## src/rtl/request_latch_pkg.sv

```systemverilog
// request_latch_pkg: shared encodings and defaults for the elevator request latch.
// Rev 1.0
`default_nettype none

package request_latch_pkg;

  typedef enum logic [1:0] {
    LOW    = 2'b00,
    CHK_HI = 2'b01,
    HIGH   = 2'b10,
    CHK_LO = 2'b11
  } db_state_t;

  typedef enum logic {
    IDLE = 1'b0,
    REQ  = 1'b1
  } req_state_t;

  localparam int unsigned C_DB_COUNT_DEFAULT = 16;
  localparam int          C_CNT_W            = 8;

endpackage

`default_nettype wire

```

## src/rtl/request_latch_if.sv

```systemverilog
// request_latch_if: raw buttons and service pulses in, latched requests out.
// Rev 1.0
`default_nettype none

interface request_latch_if;

  logic BGU;
  logic BGL;
  logic BCU;
  logic BCL;
  logic OUE;
  logic OLE;
  logic GU;
  logic GL;
  logic CU;
  logic CL;
  logic PEND;

  modport slave (
    input  BGU, BGL, BCU, BCL, OUE, OLE,
    output GU, GL, CU, CL, PEND
  );

  modport master (
    output BGU, BGL, BCU, BCL, OUE, OLE,
    input  GU, GL, CU, CL, PEND
  );

endinterface

`default_nettype wire

```

## src/rtl/request_latch_debounce.sv

```systemverilog
// button_debounce: two-flop synchronizer plus 4-state debounce FSM; emits one
// registered pulse per accepted press. Rev 1.0
`default_nettype none

module button_debounce
  import request_latch_pkg::*;
#(
  parameter int unsigned DB_COUNT = C_DB_COUNT_DEFAULT
) (
  input  wire  clk,
  input  wire  reset,
  input  wire  raw,
  output logic press
);

  localparam logic [C_CNT_W-1:0] C_DB_CNT = C_CNT_W'(DB_COUNT);
  localparam logic [C_CNT_W-1:0] C_ONE    = C_CNT_W'(1);
  localparam logic [C_CNT_W-1:0] C_MAX    = {C_CNT_W{1'b1}};

  logic               r_meta;
  logic               r_sync;
  db_state_t          r_state;
  db_state_t          w_state_nxt;
  logic [C_CNT_W-1:0] r_cnt;
  logic [C_CNT_W-1:0] w_cnt_nxt;
  logic [C_CNT_W-1:0] w_cnt_inc;
  logic               r_press;
  logic               w_press_nxt;

  assign w_cnt_inc = (r_cnt == C_MAX) ? r_cnt : r_cnt + C_ONE;

  always_ff @(posedge clk or posedge reset) begin
    if (reset) begin
      r_meta  <= 1'b0;
      r_sync  <= 1'b0;
      r_state <= LOW;
      r_cnt   <= '0;
      r_press <= 1'b0;
    end else begin
      r_meta  <= raw;
      r_sync  <= r_meta;
      r_state <= w_state_nxt;
      r_cnt   <= w_cnt_nxt;
      r_press <= w_press_nxt;
    end
  end

  always_comb begin
    w_state_nxt = r_state;
    w_cnt_nxt   = r_cnt;
    w_press_nxt = 1'b0;
    case (r_state)
      LOW: begin
        if (r_sync) begin
          w_state_nxt = CHK_HI;
          w_cnt_nxt   = C_ONE;
        end
      end
      CHK_HI: begin
        if (!r_sync) begin
          w_state_nxt = LOW;
          w_cnt_nxt   = '0;
        end else if (r_cnt == C_DB_CNT) begin
          w_state_nxt = HIGH;
          w_cnt_nxt   = '0;
          w_press_nxt = 1'b1;
        end else begin
          w_cnt_nxt = w_cnt_inc;
        end
      end
      HIGH: begin
        if (!r_sync) begin
          w_state_nxt = CHK_LO;
          w_cnt_nxt   = C_ONE;
        end
      end
      CHK_LO: begin
        if (r_sync) begin
          w_state_nxt = HIGH;
          w_cnt_nxt   = '0;
        end else if (r_cnt == C_DB_CNT) begin
          w_state_nxt = LOW;
          w_cnt_nxt   = '0;
        end else begin
          w_cnt_nxt = w_cnt_inc;
        end
      end
      default: begin
        w_state_nxt = LOW;
        w_cnt_nxt   = '0;
      end
    endcase
  end

  assign press = r_press;

endmodule

`default_nettype wire

```

## src/rtl/request_latch.sv

```systemverilog
// request_latch: debounces four call/go buttons and latches them as requests
// until the matching floor is served. Rev 1.0
`default_nettype none

module request_latch
  import request_latch_pkg::*;
#(
  parameter int unsigned DB_COUNT = C_DB_COUNT_DEFAULT
) (
  input  wire            clk,
  input  wire            reset,
  request_latch_if.slave bus
);

  // Channel order: 0=GU, 1=GL, 2=CU, 3=CL
  logic [3:0] w_raw;
  logic [3:0] w_press;
  logic [3:0] w_clr;
  logic [3:0] w_req_bits;
  req_state_t r_req     [4];
  req_state_t w_req_nxt [4];
  logic       r_pend;

  assign w_raw = {bus.BCL, bus.BCU, bus.BGL, bus.BGU};
  assign w_clr = {bus.OLE, bus.OUE, bus.OLE, bus.OUE};

  for (genvar i = 0; i < 4; i++) begin : g_btn
    button_debounce #(
      .DB_COUNT (DB_COUNT)
    ) u_db (
      .clk   (clk),
      .reset (reset),
      .raw   (w_raw[i]),
      .press (w_press[i])
    );

    assign w_req_bits[i] = (r_req[i] == REQ);
  end

  // Clear has priority over a coincident press.
  always_comb begin
    for (int i = 0; i < 4; i++) begin
      w_req_nxt[i] = r_req[i];
      if (w_clr[i]) begin
        w_req_nxt[i] = IDLE;
      end else if (w_press[i]) begin
        w_req_nxt[i] = REQ;
      end
    end
  end

  always_ff @(posedge clk or posedge reset) begin
    if (reset) begin
      for (int i = 0; i < 4; i++) begin
        r_req[i] <= IDLE;
      end
      r_pend <= 1'b0;
    end else begin
      for (int i = 0; i < 4; i++) begin
        r_req[i] <= w_req_nxt[i];
      end
      r_pend <= |w_req_bits;
    end
  end

  assign bus.GU   = w_req_bits[0];
  assign bus.GL   = w_req_bits[1];
  assign bus.CU   = w_req_bits[2];
  assign bus.CL   = w_req_bits[3];
  assign bus.PEND = r_pend;

endmodule

`default_nettype wire

```

## src/flat_wrapper.sv

```systemverilog
// flat-port wrapper written by rule: the top's interface ports become plain ports
module request_latch_flat import request_latch_pkg::*;
#(
  parameter int unsigned DB_COUNT = C_DB_COUNT_DEFAULT
)
  (clk, reset, bus_BGU, bus_BGL, bus_BCU, bus_BCL, bus_OUE, bus_OLE, bus_GU, bus_GL, bus_CU, bus_CL, bus_PEND);
  request_latch_if bus_i ();
  input  wire clk;
  input  wire reset;
  input wire logic [$bits(bus_i.BGU)-1:0] bus_BGU;
  input wire logic [$bits(bus_i.BGL)-1:0] bus_BGL;
  input wire logic [$bits(bus_i.BCU)-1:0] bus_BCU;
  input wire logic [$bits(bus_i.BCL)-1:0] bus_BCL;
  input wire logic [$bits(bus_i.OUE)-1:0] bus_OUE;
  input wire logic [$bits(bus_i.OLE)-1:0] bus_OLE;
  output wire logic [$bits(bus_i.GU)-1:0] bus_GU;
  output wire logic [$bits(bus_i.GL)-1:0] bus_GL;
  output wire logic [$bits(bus_i.CU)-1:0] bus_CU;
  output wire logic [$bits(bus_i.CL)-1:0] bus_CL;
  output wire logic [$bits(bus_i.PEND)-1:0] bus_PEND;
  assign bus_i.BGU = bus_BGU;
  assign bus_i.BGL = bus_BGL;
  assign bus_i.BCU = bus_BCU;
  assign bus_i.BCL = bus_BCL;
  assign bus_i.OUE = bus_OUE;
  assign bus_i.OLE = bus_OLE;
  assign bus_GU = bus_i.GU;
  assign bus_GL = bus_i.GL;
  assign bus_CU = bus_i.CU;
  assign bus_CL = bus_i.CL;
  assign bus_PEND = bus_i.PEND;
  request_latch #(.DB_COUNT(DB_COUNT)) u_core (.clk(clk), .reset(reset), .bus(bus_i));
endmodule
```

## config.mk

```make
export PLATFORM = sky130hd
export DESIGN_NAME = request_latch_flat
export DESIGN_NICKNAME = d
export VERILOG_FILES = /design/src/rtl/request_latch_pkg.sv /design/src/rtl/request_latch_if.sv /design/src/rtl/request_latch_debounce.sv /design/src/rtl/request_latch.sv /design/src/flat_wrapper.sv
export SDC_FILE = /design/constraint.sdc
export NUM_CORES = 1
export LEC_CHECK = 0
export ABC_AREA = 1
export CAP_MARGIN = 15
export CORE_MARGIN = 3
export CORE_UTILIZATION = 40
export CTS_BUF_LIST = sky130_fd_sc_hd__clkbuf_4
export CTS_CLUSTER_SIZE = 16
export DETAILED_ROUTE_END_ITERATION = 12
export HOLD_SLACK_MARGIN = 0.08
export RECOVER_POWER = 25
export SLEW_MARGIN = 20
export SYNTH_ARGS = -nofsm -noshare
export SYNTH_HDL_FRONTEND = slang
export SYNTH_SLANG_ARGS = --single-unit
```

## constraint.sdc

```tcl
create_clock -name clk -period 2.15 [get_ports clk]
set_input_delay 0.3225 -clock clk [delete_from_list [all_inputs] [get_ports clk]]
set_output_delay 0.3225 -clock clk [all_outputs]
set_load 0.05 [all_outputs]
```

==> impl_results.md, run 1 <==
* # H-tree levels at 3
* Critical path's slowest cell: clkdlybuf4s50_1
* Die ar. at 9044 um^2
* Yosys warns at 0
* R2R Path Start: u_core.g_btn[2].u_db.r_cnt[0]
* Drt pass-1 iters at 4
* Post-DP HPWL at 4380 um
* I/O Pins at 13
* Slew @ Worst Pin at 0.5730 ns
* Post-Syn Area at 3176 um^2
* Origin of the worst setup path: u_core.bus.CL
* Fin crit share at 90.15%
* Die Y at 95.10 um
* Finished layout cell area at 3575 um^2
* Inserted Clock Buffers at 9
* CP required at 1.83 ns
* Max cap viols at 0
* Slowest stage delay, CP at 0.82 ns
* Mean post-synth cell area at 7.334 um^2
* Vias/cell at 4.753
* Final WL at 5983 um
* IR drop worst, VDD at 0.4376 mV
* Status: complete, no violations
* Largest delay share family, worst path: buffers and inverters
* Setup TNS at 0 ns
* CTS Sinks at 57
* Fin. max-slew vios at 0
* Worst Setup Start Kind: flip-flop
* Clock transition at path regs at 0.09 ns
* Placed cell areas at 3422 um^2
* Port Buffer Count at 12
* P&R area growth vs syn at 12.57%
* Grt ovf at 0
* Placer Congestion at 0.8170
* Buf/Inv on CP at 1
* Hold_sp: u_core.g_btn[2].u_db.r_meta
* Antenna Nets Post-Route at 0
* Die W at 95.10 um
* Via count at 2652
* Final worst slack at 0.2117 ns
* Cts repair resizes at 0
* Count of cell types in the netlist at 26
* Max-slew headroom at 61.76%
* Drt wl/cell at 10.72 um
* Setup bufs post-CTS at 0
* Fmax at 0.5159 GHz
* Starting Density at 42.42%
* CTS max path bufs at 2
* TritonCTS clock tree: built
* Critical-path cell list: clkdlybuf4s50_1
* Root Buffer: clkbuf_4
* CP Capture Type: primary output
* Unrepaired setup endpoints after global routing: false
* Hold WS at 0.3547 ns
* Post-Syn Nets at 449
* DRC at 0
* Hold-fix buffers, CTS at 0
* P_leak at 1.805 nW
* DP Worst Slack at 0.6272 ns
* DRT iter0 DRCs at 142
* Critical path fanouts, max at 3
* Vias in the first global route at 2556
* Row cnt at 31
* Share of cells above drive strength 1 at 10.46%
* Pwr dens at 892.8 nW/um^2
* Kind of critical path: flip-flop to primary output
* Antenna violations before repair at 0
* Hold Vio Cnt, Final at 0
* CORE AREA at 7486 um^2
* Antenna cells at 0
* Overall Global Routing Usage at 15.59%
* Final Setup Violations at 0
* Sequential share of the synthesized area at 44.92%
* Pwr Total at 3.192 mW
* Pin count of the biggest net entering global routing at 46
* Nets at 470
* Final min period at 1.938 ns
* Clock skew at 0.01829 ns
* CP arrival at 1.62 ns
* Clk_lat worst skew at 0.40 ns
* First-pass GRT wire length at 11070 um
* Register bit count reported by yosys at 57
* Hold WC Path Type: flip-flop to flip-flop
* Mapped Cells at 433
power breakdown:
| part | total, mW | internal [mW] | switching, mW |
|---|---|---|---|
| clock | 0.868 | 0.460 | 0.408 |
| sequential | 1.43 | 1.23 | 0.197 |
| combinational | 0.895 | 0.318 | 0.577 |
| total | 3.19 | 2.01 | 1.18 |
cell families after synthesis:
family	after synthesis	share of synthesized area [%]
adder cells (fa/ha/maj)	8	3.152
AND/OR/NAND/NOR	282	40.23
XOR/XNOR	2	0.5517
AO/OA/AOI/OAI	22	3.625
flip-flops	57	44.92
buffers and inverters	62	7.526
registers in the layout, summed over array words and instances, names as in the netlist, named ones only:
name and cells:
u_core.bus.GL 1, u_core.g_btn.u_db.r_state 4, u_core.g_btn.u_db.r_cnt 32, u_core.bus.CL 1, u_core.bus.GU 1, u_core.bus.PEND 1
u_core.g_btn.u_db.r_sync 4, u_core.g_btn.u_db.press 4, u_core.bus.CU 1, u_core.g_btn.u_db.r_meta 4
Yosys cell counts:
cell type	n	share of area [%]
nand3_1	67	11
dfrtp_1	57	45
nand4_1	4	0.79
nand3_2	1	0.32
nand2_4	1	0.35
buf_4	1	0.24
o21ai_0	4	0.63
or4_1	1	0.24
or2_2	3	0.59
inv_2	5	0.59
a21oi_1	11	1.7
nor2_2	3	0.59
a21oi_2	1	0.28
xnor2_1	1	0.28
nand2_1	140	17
buf_2	2	0.32
o21ai_1	5	0.79
clkinv_1	1	0.12
nand2_2	11	2.2
nor3_1	4	0.63
xor2_1	1	0.28
nor2_4	8	2.8
inv_1	53	6.3
ha_1	8	3.2
o22ai_1	1	0.20
nor2_1	39	4.6
path summary, 6_finish.rpt:
path | to | depth (start not counted) | slack, ns
max | bus_CL | 1 | 0.21
min | u_core.g_btn[2].u_db.r_sync | 0 | 0.35
max reg2reg | u_core.g_btn[2].u_db.r_cnt[4] | 9 | 0.74
min reg2reg | u_core.g_btn[2].u_db.r_sync | 0 | 0.35
min in group asynchronous | u_core.g_btn[2].u_db.r_cnt[0] | 2 | 0.41
max in group asynchronous | u_core.g_btn[0].u_db.r_state[0] | 3 | 1.11
cells in the final DEF, fill, tap and decap left out, drive strengths merged:
master	instances
clkdlybuf4s50	7
nand3	68
a21oi	12
inv	58
buf	1
dfrtp	57
nor3	4
nand2	152
nand4	4
dlygate4sd3	5
clkbuf	9
xnor2	1
xor2	1
ha	8
clkinv	5
clkinvlp	1
bufinv	2
o21ai	9
or4	1
or2	3
o22ai	1
nor2	50
per-layer routing:
metal,global-route usage [%],routed length (um)
met5,0,0
met4,6.250,76
met3,4.183,176
met2,26.12,2803
met1,18.96,2927
layout make-up:
class | instances | area (um^2)
clock buffers | 9 | 67.56
clock inverters | 7 | 85.08
repair buffers | 13 | 140.1
well taps | 99 | 123.9
multi-input cells | 314 | 1510
flip-flops and latches | 57 | 1426
inverters | 59 | 221.5
fillers | 745 | 3911
through the flow:
step                      util [%]  std cells
after floorplan                  -        433
after CTS                    47.75        558
after detailed placement     45.71        542
after global placement       45.71        542
after global routing         47.75        558
final                        47.75        558
Power figures use the tool's default switching activity.
==> inputs of run 2 (changes only) <==
- SLEW_MARGIN: 20 -> default
==> results of run 2 <==
Final layout, timing and power as in run 1 (identical DEF).
